--- config.mk ---
export PLATFORM = sky130hd
export DESIGN_NAME = m_icache_direct
export DESIGN_NICKNAME = d
export VERILOG_FILES = /design/src/rtl/m_icache_direct_pkg.sv /design/src/rtl/m_icache_array.sv /design/src/rtl/m_icache_direct.sv
export SDC_FILE = /design/constraint.sdc
export NUM_CORES = 1
export LEC_CHECK = 0
export ABC_AREA = 0
export CORE_UTILIZATION = 54
export DETAILED_ROUTE_END_ITERATION = 10
export PLACE_DENSITY = 0.77
export SYNTH_ARGS = -nofsm -noshare
export SYNTH_HDL_FRONTEND = slang
export SYNTH_SLANG_ARGS = --single-unit
--- constraint.sdc ---
create_clock -name w_clock -period 4.9 [get_ports w_clock]
set_clock_uncertainty 0.05 [all_clocks]
set_input_delay 1.47 -clock w_clock [delete_from_list [all_inputs] [get_ports w_clock]]
set_output_delay 1.47 -clock w_clock [all_outputs]
set_load 0.05 [all_outputs]
--- src/rtl/m_icache_direct_pkg.sv ---
// m_icache_direct_pkg: FSM encodings and geometry helpers shared by the I-cache files
package m_icache_direct_pkg;
  localparam logic [1:0] S_DRAIN = 2'd0;
  localparam logic [1:0] S_IDLE = 2'd1;
  localparam logic [1:0] S_MISS = 2'd2;
  localparam logic [1:0] S_RESP = 2'd3;
  localparam int D_DELAY = 10;
  localparam int MEM_DELAY_DEF = D_DELAY;
  function automatic int idx_w(input int lines);
    return $clog2(lines);
  endfunction
  function automatic int tag_w(input int addr_w, input int lines);
    return addr_w - 2 - $clog2(lines);
  endfunction
endpackage

--- src/rtl/m_icache_array.sv ---
// m_icache_array: valid/tag/data storage, async read by index, sync write, single-cycle clear-all
module m_icache_array
  import m_icache_direct_pkg::*;
#(
  parameter int LINES = 16,
  parameter int TAG_W = 7,
  localparam int IDX_W = idx_w(LINES)
) (
  input  logic             w_clock,
  input  logic             w_rst_n,
  input  logic [IDX_W-1:0] rd_idx,
  output logic             rd_valid,
  output logic [TAG_W-1:0] rd_tag,
  output logic [31:0]      rd_data,
  input  logic             wr_en,
  input  logic [IDX_W-1:0] wr_idx,
  input  logic [TAG_W-1:0] wr_tag,
  input  logic [31:0]      wr_data,
  input  logic             clr
);
  logic [LINES-1:0] r_valid;
  logic [TAG_W-1:0] r_tag [LINES];
  logic [31:0] r_data [LINES];
  assign rd_valid = r_valid[rd_idx];
  assign rd_tag = r_tag[rd_idx];
  assign rd_data = r_data[rd_idx];
  // clear beats a coincident fill, so a line filled during fence.i ends invalid
  always_ff @(posedge w_clock)
    if (!w_rst_n || clr) r_valid <= '0;
    else if (wr_en) r_valid[wr_idx] <= 1'b1;
  always_ff @(posedge w_clock)
    if (wr_en) begin
      r_tag[wr_idx] <= wr_tag;
      r_data[wr_idx] <= wr_data;
    end
endmodule

--- src/rtl/m_icache_direct.sv ---
// m_icache_direct: direct-mapped one-word-line I-cache in front of the DRAM; ICACHE_STATS_EN adds r_hits/r_misses
module m_icache_direct
  import m_icache_direct_pkg::*;
#(
  parameter int LINES = 16,
  parameter int ADDR_W = 13,
  parameter int MEM_DELAY = MEM_DELAY_DEF
) (
  input  logic        w_clock,
  input  logic        w_rst_n,
  input  logic [31:0] w_pc,
  input  logic        w_re,
  output logic [31:0] r_insn,
  output logic        r_oe,
  output logic [31:0] w_mem_addr,
  output logic        w_mem_re,
  input  logic [31:0] w_mem_insn,
  input  logic        w_mem_oe,
  input  logic        w_inval
);
  localparam int IDX_W = idx_w(LINES);
  localparam int TAG_W = tag_w(ADDR_W, LINES);
  localparam int CNT_W = $clog2(MEM_DELAY + 1);
  logic [1:0] r_state, state_nxt;
  logic [CNT_W-1:0] r_cnt;
  logic [31:0] r_pc;
  logic [TAG_W-1:0] rd_tag;
  logic [31:0] rd_data;
  logic rd_valid, hit, miss, fill, unused_pc;
  m_icache_array #(.LINES(LINES), .TAG_W(TAG_W)) u_array (
    .w_clock (w_clock),
    .w_rst_n (w_rst_n),
    .rd_idx  (w_pc[2+IDX_W-1:2]),
    .rd_valid(rd_valid),
    .rd_tag  (rd_tag),
    .rd_data (rd_data),
    .wr_en   (fill),
    .wr_idx  (r_pc[2+IDX_W-1:2]),
    .wr_tag  (r_pc[ADDR_W-1:2+IDX_W]),
    .wr_data (w_mem_insn),
    .clr     (w_inval)
  );
  assign hit = r_state == S_IDLE && w_re && rd_valid && rd_tag == w_pc[ADDR_W-1:2+IDX_W];
  assign miss = r_state == S_IDLE && w_re && !hit;
  assign fill = r_state == S_MISS && w_mem_oe;
  assign w_mem_re = r_state == S_MISS;
  assign w_mem_addr = r_pc;
  assign unused_pc = ^{w_pc[31:ADDR_W], w_pc[1:0]};
  // the drain lets any DRAM access begun before reset finish before new requests go out
  always_comb
    state_nxt = r_state == S_DRAIN ? (r_cnt == CNT_W'(MEM_DELAY - 1) ? S_IDLE : S_DRAIN)
              : hit || fill ? S_RESP
              : miss ? S_MISS
              : r_state == S_RESP ? S_IDLE : r_state;
  always_ff @(posedge w_clock)
    if (!w_rst_n) begin
      r_state <= S_DRAIN;
      r_cnt <= '0;
      r_pc <= '0;
      r_oe <= 1'b0;
      r_insn <= '0;
    end else begin
      r_state <= state_nxt;
      r_cnt <= r_state == S_DRAIN ? r_cnt + 1'b1 : r_cnt;
      r_pc <= hit || miss ? w_pc : r_pc;
      r_oe <= hit || fill;
      r_insn <= hit ? rd_data : fill ? w_mem_insn : '0;
    end
`ifdef ICACHE_STATS_EN
  logic [31:0] r_hits, r_misses;
  always_ff @(posedge w_clock)
    if (!w_rst_n) begin
      r_hits <= '0;
      r_misses <= '0;
    end else begin
      r_hits <= hit && ~&r_hits ? r_hits + 1'b1 : r_hits;
      r_misses <= miss && ~&r_misses ? r_misses + 1'b1 : r_misses;
    end
`endif
endmodule

======== Word-level counts from Yosys, hierarchy flattened ========
Memories as Yosys holds them, arrays and structs flattened.
Index checks and enable logic that the tools add are counted.
storage, ports and cells
  flip-flop bits (word level) ............. 87
  memory bits (writable) .................. 624
  bits of input ports ..................... 69
  output and inout bits ................... 66
  memories ................................ 2
memory list
  name            words  width  read ports  clocked after memory_dff  write ports  RTL line              source
  u_array.r_data  16     32     1           0                         1            m_icache_array.sv:23  logic [31:0] r_data [LINES];
  u_array.r_tag   16     7      1           0                         1            m_icache_array.sv:22  logic [TAG_W-1:0] r_tag [LINES];
operators by class
  add/sub/neg operators ................... 1
  magnitude comparators ................... 3
  equal/unequal tests ..................... 5
  muxes and demuxes ....................... 13
  bitwise logic cells ..................... 1
  reduce and logical (&&, ||, !) cells .... 13
operators by type and width
  operator                                                           number
  2-to-1 mux 32 bit                                                  2
  OR 16 bit                                                          1
  less-than comparator 4 x 5 -> 1 bit, second input constant         2
  2-to-1 mux 2 bit                                                   4
  == test 7 bit                                                      1
  logical AND 1 bit                                                  6
  2-to-1 mux 1 bit                                                   5
  adder 4 x 1 -> 4 bit, second input constant                        1
  binary-select mux 1 bit (select 4 bit)                             1
  demux 1 bit (select 4 bit)                                         1
  == test 2 bit, second input constant                               2
  == test 4 bit, second input constant                               1
  greater-or-equal comparator 4 x 1 -> 1 bit, second input constant  1
  nonzero test 4 bit                                                 1
  logical OR 1 bit                                                   3
  == test 2 x 1 -> 1 bit, second input constant                      1
  zero test 1 bit                                                    2
  zero test 2 bit                                                    1

======== Depth between registers and ports, before layout ========
  depth in word-level cells ............... 9
  gate-level depth with buffers ........... 12

======== By module ========
Synthesis repeated with hierarchy kept, for this count alone.
unflattened totals
  cell total of the unflattened synthesis .. 1,273
  area total of the unflattened synthesis .. 26,614.3 um^2
modules (own cells, without submodules)
  module           times used  cells each  area each (um^2)  seq. area each (um^2)
  m_icache_array   1           1,019       24,053.1          19,058.3
  m_icache_direct  1           254         2,561.2           1,421.4

======== Worst setup path before layout ========
Ideal clock, no wire load.
  kind .................................... input to register
  start ................................... in w_mem_oe
  end ..................................... mem u_array.r_data[0][0] (enable)
  library setup time ...................... 0.486 ns
  arrival ................................. 4.644 ns
  required time ........................... 4.364 ns
  path slack .............................. -0.280 ns
  stages .................................. 3
  path buffers ............................ 0
  cell sequence ........................... nand2_1 or3_1 nor3_1
between the ends
  word-level cells in the longest chain between the ends .. 3
ends and longest elaborated chain
  element                                 RTL line               source
  start, declared                         m_icache_direct.sv:18  input logic w_mem_oe,
  logical AND 1 bit                       m_icache_direct.sv:45  assign fill = r_state == S_MISS && w_mem_oe;
  2-to-1 mux 1 bit                        m_icache_array.sv:32   if (wr_en) begin
  2-to-1 mux 1 bit (not written as such)  m_icache_array.sv:34   r_data[wr_idx] <= wr_data;
  end, declared                           m_icache_array.sv:23
No other way between the ends.

======== Worst setup path in the final report ========
  start ................................... reg r_pc[12] (netlist: w_mem_addr[12])
  end ..................................... out w_mem_addr[12]
RTL lines
  element                 RTL line               source
  start, declared         m_icache_direct.sv:26  logic [31:0] r_pc;
  start signal, assigned  m_icache_direct.sv:65  r_pc <= hit || miss ? w_pc : r_pc;
  end, declared           m_icache_direct.sv:15  output logic [31:0] w_mem_addr,
No word-level cell between the ends.

==> qor.txt <==
CTS tree: yes
clock share of power: 42.8%
final setup fails: 0
CP cell instances: clkdlybuf4s50_1
Finished Layout Cells: 2210
Clock Path Buffers: 3
vias per std cell: 6.03
syn nets: 1387
Hold Path Class: register to register
crit-path leading delay family: buffers and inverters
largest net degree at the start of global routing: 81
top_reg_cell synth: edfxtp_1
die footprint: 0.0509 sq mm
fin crit share: 76.7%
number of synthesized register bits: 711
Logic pwr share: 3.8%
Max H-tree Level: 3
max-slew violation count: 0
critical path arrival: 2240 ps
CP max FO: 18
worst-margin pin slew: 731 ps
dominant cell type by area after synthesis: edfxtp_1
Resize count post-CTS: 0
PD cells: 387 mW/mm^2
top cell type's share of synthesized area: 69.3%
yosys warns: 0
clk slew on worst S/H paths: 50 ps
Area Growth Syn to Fin: 17.5%
WL final: 58.4 mm
die width: 226 um
1st-iter DRT viols: 1386
Startpoint Class: register
DR WL/cell: 26.4 um
GPL Wtd Cong: 0.723
Required @ worst endpoint: 3380 ps
via count: 13300
crit path kind: register to output port
reg2reg start: u_array.r_tag[9][4]$_DFFE_PP_
Syn Area/Cell: 20.5 sq um
total setup buffers inserted after CTS: 0
grt ovf: 0
Filler Cells Inserted: 3120
Num Clock Sinks: 711
status: complete, no violations
Crit. End Element: output port
# hold bufs at CTS: 0
Unique masters post-synth: 43
CTS Buf Count: 69
Residual DRC: 0
HP Start: w_mem_addr[15]$_SDFFE_PN0P_
RSZ-0062 raised after global routing: false
overall routing resource usage: 23.9%
antenna violations before repair: 1
slew margin rel.: 51.1%
Std-Cell Rows: 81
Post-synth EDFFs: 624
CP max-delay cell: clkdlybuf4s50_1
nets@finish: 1560
post-DP HPWL: 30.1 mm
sequential power share: 53.4%
Initial Utilization: 55.0%
Placeable Area: 0.0492 sq mm
Peak supply drop: 262 uV
switching share of power: 19.5%
final worst path period need: 3760 ps
P_sw: 2.40 mW
Buf+Inv Stages, Crit Path: 1
final hold violation count: 0
DRT Pass-1 Iters: 5
synthesized area: 0.0270 sq mm
Setup TNS: 0 ps
antenna-violating nets left: 0
vias in the first global route: 13900
share of cells above drive strength 1: 24.9%
internal power: 9.90 mW
ys async rst share: 0%
root buffer cell: clkbuf_16
post-synthesis sequential area ratio: 75.8%
P_leak: 10.3 nW
PortBufs: 134
CP startpoint: w_mem_addr[12]$_SDFFE_PN0P_
first-pass GRT wire length: 87.6 mm
Die H: 226 um
# IOs: 135
dpl cells: 2082
Critical Path Max Stage Delay: 930 ps
Fmax achieved: 0.266 GHz
top cells by area, synth: edfxtp_1 69%, mux4_2 16%, dfxtp_1 6.4%, nand2_1 1.5%, o21ai_2 0.91%
clock latency on the worst-skew pair: 600 ps
number of max-cap violations: 0
Mapped Cells: 1316
area by class of cell:
class | instances | area, sq um | share of cell area, %
Clock inverter | 25 | 269 | 0.847
Sequential cell | 711 | 20500 | 64.5
Antenna cell | 2 | 5.00 | 0.0158
Tap cell | 664 | 831 | 2.62
Timing Repair Buffer | 173 | 1830 | 5.77
Inverter | 35 | 131 | 0.414
Clock buffer | 101 | 2000 | 6.30
Multi-Input combinational cell | 499 | 6220 | 19.6
cells by family after synthesis:
group	count (synthesis)	share of synthesized area, %
and+or+nand+nor	197	3.25
xor gates and xnor gates	14	0.454
buffers and inverters	106	1.72
AOI/OAI and AO/OA	80	2.30
adders and majority gates	2	0.0926
DFF	711	75.8
muxes	206	16.4
power by group through the flow:
| stage | Clock, mW | Combinational (mW) | Sequential, mW |
|---|---|---|---|
| finish | 5.27 | 0.462 | 6.57 |
| global route | 5.58 | 0.496 | 6.56 |
| CTS | 5.35 | 0.467 | 6.57 |
| detailed placement | 0 | 0.462 | 6.70 |
| global placement | 0 | 0.452 | 6.70 |
| floorplan | 0 | 0.285 | 6.70 |
stage by stage:
stage                     instance area (sq um)  power (mW)  hold slack (ps)  setup slack, ps  util, %
after floorplan                           27000        6.98              385              800        -
after global placement                    29500        7.15              396              677     60.0
after detailed placement                  29500        7.16              406              619     60.0
after CTS                                 31800        12.4              419             1090     64.6
after global routing                      31800        12.6              441             1040     64.6
final                                     31800        12.3              416             1140     64.6
worst paths after layout:
kind,to,slack [ps],cells after the start
min,w_mem_addr[15]$_SDFFE_PN0P_,420,2
max,w_mem_addr[12],1140,1
max reg2reg,r_insn[19]$_SDFF_PN0_,2140,8
min reg2reg,w_mem_addr[15]$_SDFFE_PN0P_,420,2
flip-flops by register name (all words and copies together), names as in the netlist:
| signal | cells |
|---|---|
| u_array.r_tag | 112 |
| r_state | 2 |
| w_mem_addr | 32 |
| r_cnt | 4 |
| r_oe | 1 |
| u_array.r_valid | 16 |
| u_array.r_data | 512 |
| r_insn | 32 |
cell usage after synthesis (all sizes together) (3+ instances only):
cell type  number
xnor2           6
inv            35
dfxtp          87
xor2            8
nor2           49
o22ai           3
a21boi         32
nand3b          8
mux4          189
o21ai          35
mux2i          13
nand2         108
edfxtp        624
buf            45
nand3           3
clkbuf         26
nor2b           4
nand2b          5
nor3            6
mux2            4
and2            4
nand4           3
cells in the final DEF, fill, tap and decap left out, types with 28 or more instances in the layout:
cell             count
nor2_1              37
mux4_2             189
dfxtp_1             87
clkdlybuf4s50_1    130
nand2_1            108
o21ai_2             28
clkbuf_16           72
inv_1               35
a21boi_0            32
edfxtp_1           624
routing by layer:
metal | global-route usage, % | share of wire (%) | up-vias
li1 | - | - | 5620
met1 | 32.6 | 40 | 6964
met4 | 7.94 | 2.3 | 0
met2 | 39.2 | 50 | 644
met5 | 0 | 0 | -
met3 | 4.41 | 8.0 | 93
Power figures use the tool's default switching activity.
